<file path="config.mk">
export PLATFORM = sky130hd
export DESIGN_NAME = ir_queue
export DESIGN_NICKNAME = d
export VERILOG_FILES = /design/src/rtl/ir_queue.sv
export SDC_FILE = /design/constraint.sdc
export NUM_CORES = 1
export LEC_CHECK = 0
export CAP_MARGIN = 20
export CORE_ASPECT_RATIO = 1.5
export CORE_MARGIN = 2
export CORE_UTILIZATION = 55
export CTS_CLUSTER_SIZE = 12
export DETAILED_ROUTE_END_ITERATION = 10
export GPL_ROUTABILITY_DRIVEN = 0
export GPL_TIMING_DRIVEN = 0
export PLACE_DENSITY = 0.84
export SYNTH_ARGS = -nofsm -noshare
export SYNTH_HDL_FRONTEND = slang
export SYNTH_SLANG_ARGS = --single-unit
</file>
<file path="constraint.sdc">
create_clock -name clk -period 5.65 [get_ports clk]
set_input_delay 0.8475 -clock clk [delete_from_list [all_inputs] [get_ports clk]]
set_output_delay 0.8475 -clock clk [all_outputs]
set_load 0.005 [all_outputs]
</file>
<file path="src/rtl/ir_queue.sv">
// Instruction queue between fetch and decode: a DEPTH-entry FIFO of {instr, pc}
// whose head slot is decoded combinationally into RV32I fields and immediate.
package ir_queue_pkg;
  typedef enum logic [6:0] {
    op_lui   = 7'b0110111,
    op_auipc = 7'b0010111,
    op_jal   = 7'b1101111,
    op_jalr  = 7'b1100111,
    op_br    = 7'b1100011,
    op_load  = 7'b0000011,
    op_store = 7'b0100011,
    op_imm   = 7'b0010011,
    op_reg   = 7'b0110011,
    op_csr   = 7'b1110011
  } rv32i_opcode;
endpackage

module ir_queue
  import ir_queue_pkg::*;
#(
  parameter int DEPTH = 4,
  parameter int PC_W  = 32,
  parameter int CNT_W = $clog2(DEPTH) + 1
) (
  input  logic              clk,
  input  logic              rst_n,
  input  logic              flush,
  input  logic              in_valid,
  output logic              in_ready,
  input  logic [31:0]       in_instr,
  input  logic [PC_W-1:0]   in_pc,
  output logic              out_valid,
  input  logic              out_ready,
  output logic [31:0]       out_instr,
  output logic [PC_W-1:0]   out_pc,
  output rv32i_opcode       opcode,
  output logic [2:0]        funct3,
  output logic [6:0]        funct7,
  output logic [4:0]        rs1,
  output logic [4:0]        rs2,
  output logic [4:0]        rd,
  output logic [31:0]       imm,
  output logic [CNT_W-1:0]  count
);

  localparam int          PTR_W = $clog2(DEPTH);
  localparam logic [31:0] NOP   = 32'h0000_0013;

  logic [31:0]      instr_mem [DEPTH];
  logic [PC_W-1:0]  pc_mem    [DEPTH];

  logic [PTR_W-1:0] wptr_q, wptr_d;
  logic [PTR_W-1:0] rptr_q, rptr_d;
  logic [CNT_W-1:0] count_q, count_d;
  logic             full, push, pop;
  logic [31:0]      head_instr;

  assign full      = (count_q == CNT_W'(DEPTH));
  assign out_valid = (count_q != '0);
  // A pop this cycle frees a slot, so a full queue may still accept.
  assign in_ready  = ~full | out_ready;
  assign push      = in_valid & in_ready & ~flush;
  assign pop       = out_valid & out_ready & ~flush;
  assign count     = count_q;

  always_comb begin
    wptr_d  = wptr_q;
    rptr_d  = rptr_q;
    count_d = count_q;
    if (flush) begin
      wptr_d  = '0;
      rptr_d  = '0;
      count_d = '0;
    end else begin
      if (push) wptr_d = wptr_q + 1'b1;
      if (pop)  rptr_d = rptr_q + 1'b1;
      case ({push, pop})
        2'b10:   count_d = count_q + 1'b1;
        2'b01:   count_d = count_q - 1'b1;
        default: count_d = count_q;
      endcase
    end
  end

  always_ff @(posedge clk or negedge rst_n) begin
    if (!rst_n) begin
      wptr_q  <= '0;
      rptr_q  <= '0;
      count_q <= '0;
    end else begin
      wptr_q  <= wptr_d;
      rptr_q  <= rptr_d;
      count_q <= count_d;
    end
  end

  always_ff @(posedge clk) begin
    if (push) begin
      instr_mem[wptr_q] <= in_instr;
      pc_mem[wptr_q]    <= in_pc;
    end
  end

  assign head_instr = out_valid ? instr_mem[rptr_q] : NOP;
  assign out_instr  = head_instr;
  assign out_pc     = out_valid ? pc_mem[rptr_q] : '0;

  assign opcode = rv32i_opcode'(head_instr[6:0]);
  assign funct3 = head_instr[14:12];
  assign funct7 = head_instr[31:25];
  assign rs1    = head_instr[19:15];
  assign rs2    = head_instr[24:20];
  assign rd     = head_instr[11:7];

  always_comb begin
    imm = '0;
    case (opcode)
      op_imm, op_load, op_jalr:
        imm = {{20{head_instr[31]}}, head_instr[31:20]};
      op_store:
        imm = {{20{head_instr[31]}}, head_instr[31:25], head_instr[11:7]};
      op_br:
        imm = {{19{head_instr[31]}}, head_instr[31], head_instr[7],
               head_instr[30:25], head_instr[11:8], 1'b0};
      op_lui, op_auipc:
        imm = {head_instr[31:12], 12'h000};
      op_jal:
        imm = {{11{head_instr[31]}}, head_instr[31], head_instr[19:12],
               head_instr[20], head_instr[30:21], 1'b0};
      default:
        imm = '0;
    endcase
  end

  // Fetch must hold a stalled instruction steady until it is accepted.
  a_in_stable: assert property (@(posedge clk) disable iff (!rst_n)
    (in_valid && !in_ready) |=> ($stable(in_instr) && $stable(in_pc)));

endmodule
</file>
# After elaboration in Yosys (flattened, before gate mapping)
# Memory sizes are Yosys's and may differ from the RTL's.
# Cells that the tools add are included.
# classes
n_addsub,4
n_mul,0
div,0
magnitude_cmp,0
eq_ne,11
shifts,0
muxes,11
n_bitwise,7
n_reduce_logical,6
# op_table
operator,n
$pmux W32 S5,1
$mux W32,2
$eq A7 B7 Y1 const B,3
$eq A7 B5 Y1 const B,2
$eq A7 B6 Y1 const B,2
$mux W2,4
$eq A7 B2 Y1 const B,1
$pmux W3 S2,1
$reduce_bool A3 Y1,2
$add A2 B1 Y2 const B,2
$and A1 B1 Y1,4
$reduce_bool A2 Y1,2
$add A3 B1 Y3 const B,1
$eq A3 B3 Y1 const B,1
$mux W3,1
$reduce_or A3 Y1,1
$sub A3 B1 Y3 const B,1
$eq A2 B1 Y1 const B,1
$eq A2 B2 Y1 const B,1
$mux W1,2
$not A1 Y1,2
$reduce_or A2 Y1,1
$or A1 B1 Y1,1
# word_totals
ff_bits,7
latch_bits,0
ram_bits,256
romBits,0
inputBits,69
output_inout_bits,133
wordCells,44
memories,2
# memory_table
memory,depth,word_bits,rd,rd_clocked_by_memory_dff,wr,line,rtl
instr_mem,4,32,1,0,1,49,logic [31:0] instr_mem [DEPTH];
pc_mem,4,32,1,0,1,50,logic [PC_W-1:0] pc_mem [DEPTH];

# Depth between registers and ports, before layout
# logic_depth
ltp_word,8
ltp_mapped,8
ltp_nobuf,7

# Worst setup path after synthesis
# No wires, ideal clock.
# synth_timing
kind,input -> register
from,input out_ready
to,"memory instr_mem[0][0], enable pin"
setup_ns,0.429
arrival_time_ns,2.920
t_required_ns,5.221
slack_ns,2.301
path_stages,5
n_path_buf,1
path_cell_list,or4b_2 clkbuf_1 nand2_1 nor2_1 and2_1
# synth_between
elab_chain_len,5
# synth_lines
element,line,rtl
from (decl),33,"input logic out_ready,"
$or A1 B1 Y1,61,assign in_ready = ~full | out_ready;
via in_ready,29,"output logic in_ready,"
$and A1 B1 Y1 (2 in a row),62,assign push = in_valid & in_ready & ~flush;
$mux W1,98,if (push) begin
$mux W1 (not written as such),99,instr_mem[wptr_q] <= in_instr;
to (decl),49,
# The timed path passes the listed nets, and every way through them passes these cells.

# Worst setup path after layout
# layout_timing
from,register rptr_q[1]
to,output imm[1]
# layout_between
elab_chain_len,5
word_cells_on_any_way,13
cone_classes,8 x eq/ne; 2 x mux; 2 x reduce/logical; 1 x memory
# layout_lines
element,line,rtl
from (decl),53,"logic [PTR_W-1:0] rptr_q, rptr_d;"
from (signal assigned),92,rptr_q <= rptr_d;
$mem_v2 Z4 W32 (*),-,
$mux W32 (*),104,assign head_instr = out_valid ? instr_mem[rptr_q] : NOP;
"$eq A7 B5 Y1, or another cell as far along",117,case (opcode)
$reduce_or A3 Y1 / $reduce_or A2 Y1 (equally long branches),117,
$pmux W32 S5 (*),117,
to (decl),42,"output logic [31:0] imm,"
# Every way passes the cells marked *; elsewhere a longest branch is shown, timed or not.

==> results.json <==
{
  "core_area_um2": 19160,
  "dr.pass1.iters": 8,
  "numCtsBuffers": 25,
  "required_ns": 4.80,
  "final_nets": 885,
  "min_period_ns": 4.261,
  "dp_hpwl_mm": 15.99,
  "fin_crit_sh_pct": 75.41,
  "num_vias": 6116,
  "h-tree-depth": 1,
  "ioPinCount": 202,
  "synthesis.area_um2": 10770,
  "holdBufCountCts": 0,
  "placed_cell_area_um2": 13220,
  "clk_root_buffer_cell": "clkbuf_16",
  "cpMostUsedCell": "buf_2",
  "leakagePower_nw": 4.643,
  "synthCells": 580,
  "design_area_um2": 13880,
  "dp_cells": 1040,
  "multi_input_area_um2": 2477,
  "cts_tree": "built",
  "tns_ns": 0,
  "status": "complete, no violations",
  "synth_warnings": 0,
  "max_freq_mhz": 234.7,
  "drt_iter0_drc": 546,
  "worstPathCellList": "buf_2, buf_2, clkbuf_1, mux2i_1, a211oi_1, o2bb2ai_1, clkdlybuf4s50_1",
  "ys_seq_area_share_pct": 72.98,
  "syn_nets": 654,
  "ys.flop_type": "edfxtp_1",
  "nFillCells": 1212,
  "totalWireLength_mm": 23.64,
  "ys_seq_elements": 263,
  "startpoint_type": "register",
  "arrival_ns": 3.41,
  "clk_latency_ns": 0.51,
  "most-common-layout-cells": "256 x edfxtp_1, 200 x clkdlybuf4s50_1, 60 x mux4_2, 43 x and2_1, 34 x buf_4",
  "slew_headroom_pct": 50.64,
  "critPathCaptureType": "output port",
  "rsz0062_at_grt": "no",
  "slowest_stage": "clkbuf_1",
  "hold_class": "input port to asynchronous set/reset pin",
  "power_density_nw_per_um2": 462.7,
  "layout_commonest_cell": "edfxtp_1",
  "die_x_um": 118.3,
  "dieHeight_um": 175.4,
  "grt_pass1_vias": 6482,
  "start_util_pct": 56.23,
  "layout.area.seq_um2": 7863,
  "drc": 0,
  "drive_gt1_share_pct": 17.58,
  "postSynth.asyncResetShare_pct": 2.662,
  "final_cell_count_no_fill": 1076,
  "ant_nets": 0,
  "io_buffers": 200,
  "row_count": 62,
  "grt_max_degree": 61,
  "clock_path_buffers": 3,
  "avgSynthCellArea_um2": 18.58,
  "cts.sinks": 263,
  "synth_cell_types": 43,
  "worst_pin_slew_ns": 0.7347,
  "antenna_found_initial": 2,
  "cts_resized": 0,
  "die_area_um2": 20750,
  "setup_violations": 0,
  "grt_use_total_pct": 22.98,
  "worst-setup-path-type": "register to output port",
  "maxSlewViolCount": 0,
  "wl_per_cell_um": 21.97,
  "skew_ns": 0.009385,
  "vdd_drop_max_mv": 0.3764,
  "vias_per_cell": 5.684,
  "path_max_fanout": 10,
  "postCtsSetupBuffers": 0,
  "area_growth_pct": 28.85,
  "grt_pass1_wl_mm": 36.67,
  "hold_violations": 0,
  "clkTransAtPathRegs_ns": 0.06,
  "synth_edf_count": 256,
  "rr_worst_depth": 6,
  "overflow": 0,
  "max_stage_delay_ns": 0.57,
  "drv_cap": 0
}
[layer usage]
metal	vias to the layer above	track usage [%]	wire (um)
met3	50	3.247	1426
met2	248	41.57	12730
met5	-	0	13
met4	2	8.233	700
met1	3124	28.22	8770
li1	2692	-	-
[sequential cells by signal, summed over array words and instances (netlist names)]
name	cells
pc_mem	128
wptr_q	2
rptr_q	2
count	3
instr_mem	128
[synthesized netlist by cell type, drive strengths merged (6+ instances only)]
library cell	n	share of area, %
edfxtp	256	71
inv	19	0.66
o21ai	13	0.60
nand2	27	0.94
dfrtp	7	1.6
a211oi	9	0.67
nand3	12	0.56
nor2	17	0.59
and2	47	2.7
nor3	6	0.28
buf	45	3.0
mux4	60	13
clkbuf	14	0.49
[worst paths after layout]
path	from	slack, ns	end
worst max-delay path	rptr_q[1]$_DFFE_PN0P_	1.39	imm[1]
worst min-delay path	rst_n	0.60	count[1]$_DFFE_PN0P_
worst max register to register	count[0]$_DFFE_PN0P_	3.27	pc_mem[2][5]$_DFFE_PP_
worst min register to register	wptr_q[1]$_DFFE_PN0P_	0.60	wptr_q[1]$_DFFE_PN0P_
max in group asynchronous	rst_n	4.79	rptr_q[0]$_DFFE_PN0P_
min in group clk	wptr_q[1]$_DFFE_PN0P_	0.60	wptr_q[1]$_DFFE_PN0P_
[metrics by stage]
step                power (mW)  worst slack [ns]  utilization [%]  hold WS (ns)
floorplan                3.623             2.301                -        0.5425
global placement         4.973            0.5522            68.35        0.5575
CTS                      6.481             1.366            72.44        0.5853
finish                   6.423             1.389            72.45        0.6019
detailed placement       5.046             1.928            68.98        0.5888
global route             6.713             1.173            72.45        0.6003
[cell families (layout without fill, tap and decap cells)]
| group | Yosys count | after routing | share of synthesized area, % |
|---|---|---|---|
| AOI/OAI and AO/OA | 39 | 39 | 2.485 |
| muxes | 65 | 65 | 13.01 |
| xor gates and xnor gates | 5 | 5 | 0.4065 |
| adders and majority gates | 5 | 5 | 0.6504 |
| other | 0 | 1 | 0 |
| buffers and inverters | 78 | 317 | 4.123 |
| DFF | 263 | 263 | 72.98 |
| and+or+nand+nor | 125 | 125 | 6.352 |
[critical path, delay by kind of cell, from the launching register on]
family / cells / cell delay (ns)
buffers and inverters: 4 / 1.65
AOI/OAI and AO/OA: 2 / 0.78
DFF: 1 / 0.31
muxes: 1 / 0.17
[layout make-up]
class,count,share of cell area [%]
antenna,1,0.01803
buffer,59,2.686
clock buffer,35,4.777
inverter,19,0.5137
multi-input combinational,239,17.85
sequential,263,56.64
tap,256,2.307
timing repair buffer,204,15.21
[power breakdown]
part	internal (mW)	switching [mW]
clock	0.801	0.624
sequential	2.25	0.0384
combinational	1.55	1.17
No activity file was read; power rests on OpenSTA's default activity.
